`src/rtl/program_counter_pkg.sv`:
```
// ---------------------------------------------------------------------------
// program_counter_pkg
//
// Definitions shared by the fetch-side program counter and its sub-blocks:
//   - PC_WIDTH     : address width of the 16-bit CPU
//   - pc_state_e   : fetch state machine encoding (IDLE / FETCH / HALT)
//   - ptr_width()  : width of the return-stack pointer, which must be able to
//                    hold every value 0..depth inclusive
// ---------------------------------------------------------------------------
package program_counter_pkg;

  localparam int PC_WIDTH = 16;

  typedef enum logic [1:0] {
    ST_IDLE  = 2'd0,
    ST_FETCH = 2'd1,
    ST_HALT  = 2'd2
  } pc_state_e;

  // The pointer counts entries (0..depth), so it needs one more bit than an
  // index into the array.
  function automatic int ptr_width(input int depth);
    return $clog2(depth) + 1;
  endfunction

  // Index width into the stack array; never zero so a depth-1 stack still
  // gets a legal one-bit index.
  function automatic int idx_width(input int depth);
    return (depth > 1) ? $clog2(depth) : 1;
  endfunction

endpackage

```
`src/rtl/program_counter_increment.sv`:
```
// ---------------------------------------------------------------------------
// OptimalIncrement
//
// Gate-level +1 incrementer: a ripple chain of half adders with the carry-in
// tied high. Wraps modulo 2^WIDTH (all-ones + 1 = 0); the carry out of the
// top bit is not produced because nothing needs it.
//
// Ports:
//   value        in  WIDTH  operand
//   incremented  out WIDTH  value + 1 (mod 2^WIDTH)
// ---------------------------------------------------------------------------
module OptimalIncrement
  import program_counter_pkg::*;
#(
  parameter int WIDTH = PC_WIDTH
) (
  input  logic [WIDTH-1:0] value,
  output logic [WIDTH-1:0] incremented
);

  logic [WIDTH-1:0] carry;

  assign carry[0] = 1'b1;

  for (genvar i = 0; i < WIDTH; i++) begin : g_bit
    assign incremented[i] = value[i] ^ carry[i];
    if (i < WIDTH - 1) begin : g_carry
      assign carry[i+1] = value[i] & carry[i];
    end
  end

endmodule

```
`src/rtl/program_counter.sv`:
```
// ---------------------------------------------------------------------------
// program_counter
//
// Fetch-side program counter for the 16-bit CPU. Holds the current
// instruction address, presents it to instruction memory over a valid/ready
// handshake and, on every accepted fetch, chooses the next address from
// halt / return / call / jump / increment (in that priority). A small
// return-address stack backs call and return.
//
// Parameters:
//   WIDTH        address width (only 16 is supported)
//   RESET_ADDR   pc value after reset
//   STACK_DEPTH  return-stack entries (>= 1)
//
// Ports:
//   clk          in   1      rising-edge clock
//   rst_n        in   1      asynchronous active-low reset
//   run          in   1      level enable for fetching
//   fetch_valid  out  1      fetch_addr holds a request
//   fetch_addr   out  WIDTH  address being fetched (always equals pc)
//   fetch_ready  in   1      memory accepts the request
//   jump_en      in   1      next pc = jump_target
//   call_en      in   1      push pc+1, next pc = jump_target
//   ret_en       in   1      next pc = popped stack top
//   halt_en      in   1      next pc = pc+1, then stop fetching
//   jump_target  in   WIDTH  jump/call destination
//   pc           out  WIDTH  current program counter
//   halted       out  1      state is HALT
//   stack_full   out  1      stack holds STACK_DEPTH entries
//   stack_empty  out  1      stack holds no entries
//   stack_err    out  1      sticky overflow/underflow flag
// ---------------------------------------------------------------------------
module program_counter
  import program_counter_pkg::*;
#(
  parameter int               WIDTH       = PC_WIDTH,
  parameter logic [WIDTH-1:0] RESET_ADDR  = '0,
  parameter int               STACK_DEPTH = 4
) (
  input  logic             clk,
  input  logic             rst_n,
  input  logic             run,
  output logic             fetch_valid,
  output logic [WIDTH-1:0] fetch_addr,
  input  logic             fetch_ready,
  input  logic             jump_en,
  input  logic             call_en,
  input  logic             ret_en,
  input  logic             halt_en,
  input  logic [WIDTH-1:0] jump_target,
  output logic [WIDTH-1:0] pc,
  output logic             halted,
  output logic             stack_full,
  output logic             stack_empty,
  output logic             stack_err
);

  localparam int               PTR_W       = ptr_width(STACK_DEPTH);
  localparam int               IDX_W       = idx_width(STACK_DEPTH);
  localparam int               ARRAY_SIZE  = 1 << IDX_W;
  localparam logic [PTR_W-1:0] DEPTH_COUNT = PTR_W'(STACK_DEPTH);
  localparam logic [PTR_W-1:0] PTR_ONE     = PTR_W'(1);

  pc_state_e        state, state_next;
  logic [WIDTH-1:0] pc_q, pc_next, pc_inc;
  logic [PTR_W-1:0] sp_q, sp_next;
  logic             err_q, err_next;
  logic             valid_q, halted_q, full_q, empty_q;

  logic [WIDTH-1:0] stack_mem [ARRAY_SIZE];
  logic             push_en;
  logic [IDX_W-1:0] push_idx, top_idx;

  // One incrementer feeds both the sequential path and the call return
  // address, so pc+1 is computed exactly once.
  OptimalIncrement #(
    .WIDTH (WIDTH)
  ) u_increment (
    .value       (pc_q),
    .incremented (pc_inc)
  );

  // sp_q counts entries: the next free slot is sp_q and the top is sp_q-1.
  // Truncation is safe because a push never happens when full and a pop
  // never happens when empty.
  assign push_idx = IDX_W'(sp_q);
  assign top_idx  = IDX_W'(sp_q - PTR_ONE);

  // Next-state / next-pc selection. Controls are only looked at on an accept
  // (FETCH with fetch_ready); once in FETCH the request is held until memory
  // takes it, so a run drop before the accept has no effect.
  always_comb begin
    state_next = state;
    pc_next    = pc_q;
    sp_next    = sp_q;
    err_next   = err_q;
    push_en    = 1'b0;

    case (state)
      ST_IDLE: begin
        if (run) begin
          state_next = ST_FETCH;
        end
      end

      ST_FETCH: begin
        if (fetch_ready) begin
          if (halt_en) begin
            // Halt outranks everything and leaves the stack alone.
            state_next = ST_HALT;
            pc_next    = pc_inc;
          end else begin
            state_next = run ? ST_FETCH : ST_IDLE;
            if (ret_en) begin
              // Underflow falls through to a plain increment.
              if (empty_q) begin
                pc_next  = pc_inc;
                err_next = 1'b1;
              end else begin
                pc_next = stack_mem[top_idx];
                sp_next = sp_q - PTR_ONE;
              end
            end else if (call_en) begin
              // Overflow still jumps; only the push is dropped.
              pc_next = jump_target;
              if (full_q) begin
                err_next = 1'b1;
              end else begin
                push_en = 1'b1;
                sp_next = sp_q + PTR_ONE;
              end
            end else if (jump_en) begin
              pc_next = jump_target;
            end else begin
              pc_next = pc_inc;
            end
          end
        end
      end

      ST_HALT: begin
        if (run && !halt_en) begin
          state_next = ST_FETCH;
        end
      end

      default: begin
        state_next = ST_IDLE;
      end
    endcase
  end

  // State, pc, stack pointer and the output flags. The flags are computed
  // from the next-state values so every output comes straight from a flop
  // and updates in the same cycle as pc.
  always_ff @(posedge clk or negedge rst_n) begin
    if (!rst_n) begin
      state    <= ST_IDLE;
      pc_q     <= RESET_ADDR;
      sp_q     <= '0;
      err_q    <= 1'b0;
      valid_q  <= 1'b0;
      halted_q <= 1'b0;
      full_q   <= 1'b0;
      empty_q  <= 1'b1;
    end else begin
      state    <= state_next;
      pc_q     <= pc_next;
      sp_q     <= sp_next;
      err_q    <= err_next;
      valid_q  <= (state_next == ST_FETCH);
      halted_q <= (state_next == ST_HALT);
      full_q   <= (sp_next == DEPTH_COUNT);
      empty_q  <= (sp_next == '0);
    end
  end

  // Return-address storage. Contents need no reset: the pointer alone
  // decides which entries are live.
  always_ff @(posedge clk) begin
    if (push_en) begin
      stack_mem[push_idx] <= pc_inc;
    end
  end

  assign fetch_valid = valid_q;
  assign fetch_addr  = pc_q;
  assign pc          = pc_q;
  assign halted      = halted_q;
  assign stack_full  = full_q;
  assign stack_empty = empty_q;
  assign stack_err   = err_q;

endmodule
```
`config.mk`:
```
export PLATFORM = sky130hd
export DESIGN_NAME = program_counter
export DESIGN_NICKNAME = d
export VERILOG_FILES = /design/src/rtl/program_counter_pkg.sv /design/src/rtl/program_counter_increment.sv /design/src/rtl/program_counter.sv
export SDC_FILE = /design/constraint.sdc
export NUM_CORES = 1
export LEC_CHECK = 0
export ABC_AREA = 0
export ABC_CLOCK_PERIOD_IN_PS = 10350
export CAP_MARGIN = 15
export CORE_ASPECT_RATIO = 0.8
export CORE_MARGIN = 5
export CORE_UTILIZATION = 30
export DETAILED_ROUTE_END_ITERATION = 6
export GPL_TIMING_DRIVEN = 0
export PLACE_DENSITY = 0.59
export SLEW_MARGIN = 15
export SYNTH_ARGS = -nofsm -noshare
export SYNTH_HDL_FRONTEND = slang
export SYNTH_SLANG_ARGS = --single-unit
```
`constraint.sdc`:
```
create_clock -name clk -period 10.35 [get_ports clk]
set_clock_uncertainty 0.05 [all_clocks]
set_input_delay 2.07 -clock clk [delete_from_list [all_inputs] [get_ports clk]]
set_output_delay 2.07 -clock clk [all_outputs]
set_load 0.01 [all_outputs]
```
==> impl_metrics.json, run 1 <==
{
  "finalSetupViolations": 0,
  "io_buffers": 59,
  "irDropWorstVdd_mv": 0.120,
  "timing.rr.end": "fetch_addr[15]",
  "cts-hold-fix-buffers": 0,
  "drt_iter0_drc": 234,
  "rows": 39,
  "crit_arrival_ps": 4550,
  "syn-mean-instance-area_um2": 13.3,
  "path_buf_inv": 0,
  "grt_setup_unrepaired": "false",
  "drv_slew": 0,
  "core-area_um2": 14300,
  "diodes": 0,
  "crit_fanout": 6,
  "synth.area.top_cells": "edfxtp_1 44%, dfrtp_1 14%, mux2i_1 7.1%",
  "synthAdderAreaFrac_pct": 5.12,
  "cp_num_cells": 18,
  "synth_simple_gate_area_share_pct": 5.52,
  "htreeDepth": 3,
  "cts.reportedPaths.clkPinSlew_ps": 60,
  "viasPerCell": 5.07,
  "worstPathCellList": "ha_1, ha_1, ha_1, ha_1, ha_1, ha_1, ha_1, ha_1, ha_1, ha_1, ha_1, ha_1, ha_1, ha_1, xor2_2, nor2_1, o311a_1, a221oi_2",
  "crit_path_start": "fetch_addr[0]",
  "gr-total-overflow": 0,
  "synth_edf_count": 64,
  "ctsResizeCount": 0,
  "via_count": 2997,
  "final_core_util_pct": 38.7,
  "clock_sinks": 90,
  "period_share_pct": 42.1,
  "layout_commonest_cell": "edfxtp_1",
  "slowest_delay_ps": 450,
  "ys.flop_type": "edfxtp_1",
  "synth-seq-cells": 90,
  "io_pins": 61,
  "drv_cap": 0,
  "critPathSlowestCell": "dfrtp_1",
  "r2r_cells": 18,
  "synth_xor_area_share_pct": 0.967,
  "nets": 444,
  "dr.pass1.iters": 5,
  "async_flop_share_pct": 28.9,
  "grt_usage_pct": 13.3,
  "maxSlewHeadroom_pct": 35.9,
  "start_kind": "flop",
  "clockBufferDepth": 2,
  "synth_top_cell_by_area": "edfxtp_1",
  "initial_core_util_pct": 30.7,
  "gp_congestion": 0.768,
  "fmax_ghz": 0.230,
  "area.growth.synth_to_final_pct": 26.4,
  "synth_fp_nets": 374,
  "r2r-start": "fetch_addr[0]",
  "ys.warnings.count": 0,
  "period_needed_ps": 4350,
  "post_cts_buffers": 0,
  "p_leak_nw": 2.15,
  "cp-endpoint": "fetch_addr[15]",
  "hp-class": "reg2reg",
  "holdWs_ps": 410,
  "wl_mm": 11.4,
  "root_buffer": "clkbuf_16",
  "crit_top_cell": "ha_1",
  "grt_max_degree": 27,
  "grt_pass1_vias": 3081,
  "ant_nets": 0,
  "syn-cell-area_um2": 4400,
  "clk_latency_ps": 340,
  "timing_hold_violations_final": 0,
  "cts_tree": "done",
  "drc": 0,
  "wl_per_cell_um": 19.3,
  "path_class": "reg2reg",
  "ys_seq_area_share_pct": 58.5,
  "synth_cells": 332,
  "grt_pass1_wl_mm": 17.9,
  "yosysUniqueCellTypes": 46,
  "fin_setup_tns_ps": 0,
  "antenna_found_initial": 0,
  "muxShareOfSynthArea_pct": 7.57,
  "synth_top_area_share_pct": 43.7,
  "dpl.hpwl_mm": 7.64,
  "fp.dieW_um": 145,
  "worstMarginPinSlew_ps": 961,
  "r2r_slack_ps": 6000,
  "dieArea_um2": 17200,
  "layout-drive-gt1-share_pct": 14.5,
  "numCtsBuffers": 9,
  "synth_compound_area_share_pct": 15.7,
  "synth_top_family_by_area": "compound AO/OA/AOI/OAI gates",
  "die_h_um": 118,
  "status": "finished clean",
  "cp-end-kind": "flop",
  "cpLargestDelayFamily": "adder cells",
  "most-common-layout-cells": "64 x edfxtp_1, 58 x clkdlybuf4s50_1, 31 x mux2i_1",
  "cp_data_required_time_ps": 10550,
  "powerDensity_nw_per_um2": 290
}
-- how the worst min path moves through the flow --
stage	from	to	slack [ps]	cells past startpoint
2_1_floorplan	sp_q[2]	stack_empty	440	1
3_3_place_gp	stack_err	stack_err	400	1
3_5_place_dp	stack_err	stack_err	400	1
4_1_cts	stack_err	stack_err	420	1
5_1_grt	stack_err	stack_err	420	1
6_report	stack_err	stack_err	410	1
-- flip-flops by register name (all words and copies together), names as in the netlist --
| register | count |
|---|---|
| halted | 1 |
| stack_full | 1 |
| stack_err | 1 |
| stack_empty | 1 |
| fetch_addr | 16 |
| fetch_valid | 1 |
| sp_q | 3 |
| state | 2 |
| stack_mem | 64 |
-- cell usage after synthesis (4+ instances only) --
cell	count
a211oi_1	14
and3_1	5
buf_4	21
nor2_1	8
edfxtp_1	64
nand2_1	20
buf_2	9
inv_1	6
dfrtp_1	25
o21ai_1	10
o22a_1	13
mux2i_1	31
o221ai_1	14
o22ai_1	16
ha_1	18
o21ai_0	9
a21oi_1	4
buf_6	4
-- per-stage QoR --
step	total power, mW	area [um2]	std cells	setup slack (ps)
after floorplan	0.972	4400	332	6440
after global placement	1.23	5220	575	5980
after detailed placement	1.24	5220	575	5980
after CTS	1.62	5560	591	5960
after global routing	1.69	5560	591	5760
final	1.61	5560	591	6000
-- layer usage --
layer	track usage (%)	wire, um
met5	0	0
met4	1.57	53
met3	3.29	486
met2	21.5	5380
met1	18.9	5460
-- where the power goes --
group          total [mW]  internal, mW  switching (mW)
sequential          0.531         0.476          0.0551
combinational       0.702         0.350           0.352
clock               0.378         0.237           0.141
total                1.61          1.06           0.547
-- layout make-up --
cell class	count	area, um2
Fill cell	1393	8790
Sequential cell	90	2570
Multi-Input combinational cell	197	1540
Timing Repair Buffer	59	586
Buffer	38	264
Tap cell	184	230
Clock buffer	10	229
Clock inverter	6	115
Inverter	7	26.3
-- logic make-up after synthesis --
logic type,after synthesis
muxes,33
AOI/OAI and AO/OA,95
xor gates and xnor gates,4
and+or+nand+nor,47
adders and majority gates,18
DFF,90
buffers and inverters,45
(Power assumes the default switching activity.)
==> run 2: changes to the inputs <==
Settings changed: ABC_CLOCK_PERIOD_IN_PS 10350 to 3610, PLACE_DENSITY 0.59 to 0.61.
Clock period 10.35 ns to 3.61 ns, I/O delays scaled along.
==> impl_metrics.json, run 2 (synthesized netlist as in run 1, its figures left out) <==
{
  "drv_slew": 0,
  "crit_fanout": 2,
  "p_int_mw": 3.12,
  "via_count": 3037,
  "numCtsBuffers": 9,
  "htreeDepth": 3,
  "grt_usage_pct": 13.4,
  "slowest_delay_ps": 440,
  "wl_mm": 11.5,
  "largest_register_ffs": 64,
  "cts-hold-fix-buffers": 0,
  "clk_latency_ps": 340,
  "p_leak_nw": 2.15,
  "grt_pass1_vias": 3170,
  "initial_core_util_pct": 30.7,
  "path_buf_inv": 0,
  "r2r_slack_ps": 20,
  "clockBufferDepth": 2,
  "dr.pass1.iters": 6,
  "irDropWorstVdd_mv": 0.388,
  "place_ws_ps": -260,
  "rows": 39,
  "fmax_ghz": 0.278,
  "grt_pass1_wl_mm": 18.0,
  "gr-total-overflow": 0,
  "cp_data_required_time_ps": 3810,
  "fp.dieW_um": 145,
  "cts.reportedPaths.clkPinSlew_ps": 70,
  "io_buffers": 59,
  "powerDensity_nw_per_um2": 823,
  "area.growth.synth_to_final_pct": 31.3,
  "register_area_um2": 2570,
  "dpl.hpwl_mm": 7.58,
  "die_h_um": 118,
  "drc": 0,
  "sw_frac_of_total_pct": 34.4,
  "final_core_util_pct": 40.2,
  "start_kind": "flop",
  "maxSlewHeadroom_pct": 34.5,
  "worstMarginPinSlew_ps": 983,
  "power_frac_comb_pct": 45.8,
  "root_buffer": "clkbuf_16",
  "layout_commonest_cell": "edfxtp_1",
  "period_share_pct": 99.5,
  "grt_max_degree": 27,
  "crit_arrival_ps": 3790,
  "io_pins": 61,
  "status": "finished clean",
  "critPathSlowestCell": "dfrtp_2",
  "drt_iter0_drc": 171,
  "switchingPower_mw": 1.63,
  "crit_top_cell": "ha_4",
  "top_register": "stack_mem",
  "placed_cell_area_um2": 5320,
  "drv_cap": 0,
  "hp-class": "in2async",
  "core-area_um2": 14300,
  "gp_congestion": 0.799,
  "fin_setup_tns_ps": 0,
  "multi_input_area_um2": 1720,
  "clock_sinks": 90,
  "setup_ws_ps": 18.8,
  "fillCellCount": 1352,
  "seqPwrFrac_pct": 32.9,
  "clockPowerShare_pct": 21.3,
  "cp-end-kind": "flop",
  "worstPathCellList": "ha_4, ha_4, ha_4, ha_4, ha_4, ha_4, ha_4, ha_4, ha_4, ha_4, ha_4, ha_4, ha_4, ha_4, xor2_4, nor2_1, o311a_1, a221oi_2",
  "dieArea_um2": 17200,
  "cts_tree": "done",
  "viasPerCell": 5.09,
  "timing_hold_violations_final": 0,
  "design_area_um2": 5770,
  "nets": 450,
  "diodes": 0,
  "cpLargestDelayFamily": "adder cells",
  "period_needed_ps": 3590,
  "most-common-layout-cells": "64 x edfxtp_1, 58 x clkdlybuf4s50_1, 31 x mux2i_1",
  "ant_nets": 0,
  "wl_per_cell_um": 19.2,
  "finalSetupViolations": 0,
  "antenna_found_initial": 0,
  "path_class": "reg2reg",
  "grt_setup_unrepaired": "true",
  "layout-drive-gt1-share_pct": 19.4
}
run 2: cell types whose count changed in the layout (fill, tap and decap cells not counted), sizes merged:
cell and delta:
bufinv -1, clkinv +2, inv +1, clkbuf -1, clkinvlp -1, buf +6
run 2: metrics by stage:
step	hold WS [ps]	cells	power (mW)
after floorplan	376	332	2.85
after global placement	406	575	3.58
after detailed placement	397	575	3.64
after CTS	404	596	4.76
after global routing	421	597	5.03
final	376	597	4.75
run 2: layout make-up:
| class | instances | area share [%] |
|---|---|---|
| buffer | 38 | 4.57 |
| clock buffer | 9 | 3.90 |
| clock inverter | 7 | 1.76 |
| inverter | 7 | 0.455 |
| multi-input combinational | 197 | 29.8 |
| sequential | 90 | 44.6 |
| tap | 184 | 3.99 |
| timing repair buffer | 65 | 10.9 |
run 2: timing repair:
action,in CTS,in global routing
endpoints found under the setup margin,2,1
pin swaps,3,3
setup buffers,5,1
resized for setup,12,0
run 2: routing by layer:
layer / part of all wire, % / vias to the layer above / GRT usage (%) / wire length, um
met1: 47 / 1496 / 18.5 / 5360
li1: - / 1446 / - / -
met3: 5.7 / 10 / 3.37 / 658
met5: 0 / - / 0 / 0
met2: 46 / 85 / 21.5 / 5340
met4: 1.1 / 0 / 3.15 / 127
run 2: power groups by stage:
| stage | combinational [mW] | sequential (mW) | clock [mW] |
|---|---|---|---|
| global placement | 2.02 | 1.56 | 0 |
| finish | 2.18 | 1.56 | 1.01 |
| detailed placement | 2.06 | 1.58 | 0 |
| global route | 2.36 | 1.59 | 1.08 |
| floorplan | 1.28 | 1.57 | 0 |
| CTS | 2.16 | 1.57 | 1.03 |
run 2: worst reg2reg max path, stage by stage (launching register included):
cell	delay, ps
dfrtp_2	440
ha_4	170
ha_4	150
ha_4	150
ha_4	150
ha_4	160
ha_4	160
ha_4	160
ha_4	160
ha_4	150
ha_4	160
ha_4	160
ha_4	160
ha_4	170
ha_4	170
xor2_4	140
nor2_1	60
o311a_1	310
a221oi_2	270
run 2: final timing paths:
kind | to | cells after the start | startpoint
setup / recovery | fetch_addr[15] | 18 | fetch_addr[0]
hold / removal | sp_q[2] | 1 | rst_n
setup reg to reg | fetch_addr[15] | 18 | fetch_addr[0]
hold reg to reg | stack_err | 1 | stack_err
max in group asynchronous | fetch_addr[0] | 1 | rst_n
min in group clk | stack_err | 1 | stack_err
==> run 3: changes to the inputs <==
Settings changed: SLEW_MARGIN 15 to default.
==> impl_metrics.json, run 3 (synthesized netlist as in run 1, its figures left out) <==
{
  "status": "finished, violations left",
  "violations": "negative setup slack",
  "dpl.hpwl_mm": 7.68,
  "drv_cap": 0,
  "stdcell_count": 596,
  "fmax_ghz": 0.275,
  "dr.pass1.iters": 4,
  "nets": 449,
  "r2r-start": "fetch_addr[1]",
  "die_h_um": 118,
  "layout-drive-gt1-share_pct": 19.2,
  "root_buffer": "clkbuf_16",
  "powerDensity_nw_per_um2": 811,
  "cpLargestDelayFamily": "adder cells",
  "drt_iter0_drc": 206,
  "p_leak_nw": 2.14,
  "largest_register_ffs": 64,
  "grt_pass1_wl_mm": 18.0,
  "dp.cells": 576,
  "final_core_util_pct": 40.1,
  "design_area_um2": 5760,
  "period_share_pct": 101,
  "hp-class": "reg2reg",
  "cp-end-kind": "flop",
  "top_register": "stack_mem",
  "viasPerCell": 5.09,
  "initial_core_util_pct": 30.7,
  "maxSlewHeadroom_pct": 35.4,
  "cts-hold-fix-buffers": 0,
  "crit_top_cell": "ha_4",
  "ant_nets": 0,
  "holdWs_ps": 420,
  "period_needed_ps": 3640,
  "path_buf_inv": 0,
  "fin_setup_tns_ps": -30.3,
  "drv_slew": 0,
  "crit_fanout": 2,
  "area.growth.synth_to_final_pct": 30.9,
  "path_class": "reg2reg",
  "rows": 39,
  "worstPathCellList": "ha_4, ha_4, ha_4, ha_4, ha_4, ha_4, ha_4, ha_4, ha_4, ha_4, ha_4, ha_4, ha_4, ha_4, xor2_4, nor2_1, o311a_1, a221oi_2",
  "placed_cell_area_um2": 5340,
  "antenna_found_initial": 0,
  "via_count": 3034,
  "irDropWorstVdd_mv": 0.330,
  "htreeDepth": 3,
  "fp.dieW_um": 145,
  "crit_arrival_ps": 3830,
  "layout_commonest_cell": "edfxtp_1",
  "numCtsBuffers": 9,
  "wl_mm": 11.5,
  "wl_per_cell_um": 19.4,
  "grt_setup_unrepaired": "true",
  "io_buffers": 59,
  "cp_data_required_time_ps": 3800,
  "worstMarginPinSlew_ps": 969,
  "slowest_delay_ps": 420,
  "io_pins": 61,
  "clk_latency_ps": 340,
  "diodes": 0,
  "clock_sinks": 90,
  "start_kind": "flop",
  "gr-total-overflow": 0,
  "critPathSlowestCell": "dfrtp_1",
  "clockBufferDepth": 2,
  "drc": 0,
  "grt_usage_pct": 13.4,
  "cts_tree": "done",
  "setup_ws_ps": -30.3,
  "timing_hold_violations_final": 0,
  "dieArea_um2": 17200,
  "grt_pass1_vias": 3135,
  "crit_path_start": "fetch_addr[1]",
  "min-delay-start": "stack_err",
  "gp_congestion": 0.799,
  "grt_max_degree": 17,
  "cts.reportedPaths.clkPinSlew_ps": 70,
  "most-common-layout-cells": "64 x edfxtp_1, 59 x clkdlybuf4s50_1, 31 x mux2i_1",
  "finalSetupViolations": 1,
  "core-area_um2": 14300
}
## run 3: cell count changes in the layout (fill, tap and decap cells not counted)
cell	delta
clkinv_4	-1
bufinv_16	-1
buf_4	-3
clkinvlp_4	+1
clkinv_1	-1
buf_2	-1
clkdlybuf4s50_1	+1
clkinv_2	+2
buf_6	+1
buf_8	+1
## run 3: what timing repair did
action                                  4_1_cts  5_1_grt
pin swaps                                     3        3
resized for setup                            13        0
buffers inserted                              3        1
endpoints found under the setup margin        2        1
## run 3: path summary, 6_finish.rpt
check                                  to  slack, ps  depth (start not counted)
max                        fetch_addr[15]        -30                         18
max in group asynchronous   fetch_addr[0]       2080                          1
min in group asynchronous         sp_q[1]        830                          1
max reg2reg                fetch_addr[15]        -30                         18
min reg2reg                     stack_err        420                          1
min                             stack_err        420                          1
## run 3: per-stage QoR
step                worst slack, ps  power (mW)
floorplan                      11.7        2.85
global placement               -246        3.58
detailed placement             -257        3.64
CTS                           -14.7        4.69
global route                   -107        4.94
finish                        -30.3        4.67
## run 3: where the power goes
part	internal [mW]	leakage, nW	total, mW	switching (mW)
sequential	1.36	0.899	1.56	0.196
combinational	1.13	1.09	2.17	1.04
clock	0.542	0.148	0.940	0.398
## run 3: layer usage
layer / track usage (%) / up-vias / wire (um)
met4: 3.21 / 0 / 116
met1: 18.8 / 1483 / 5430
met5: 0 / - / 0
li1: - / 1431 / -
met3: 3.44 / 13 / 675
met2: 21.1 / 107 / 5330
## run 3: final cells by class
cell class              instances  area [um2]
fillers                      1329        8590
flip-flops and latches         90        2570
multi-input cells             197        1720
repair buffers                 64         639
plain buffers                  38         264
well taps                     184         230
clock buffers                   9         225
clock inverters                 7        76.3
inverters                       7        26.3
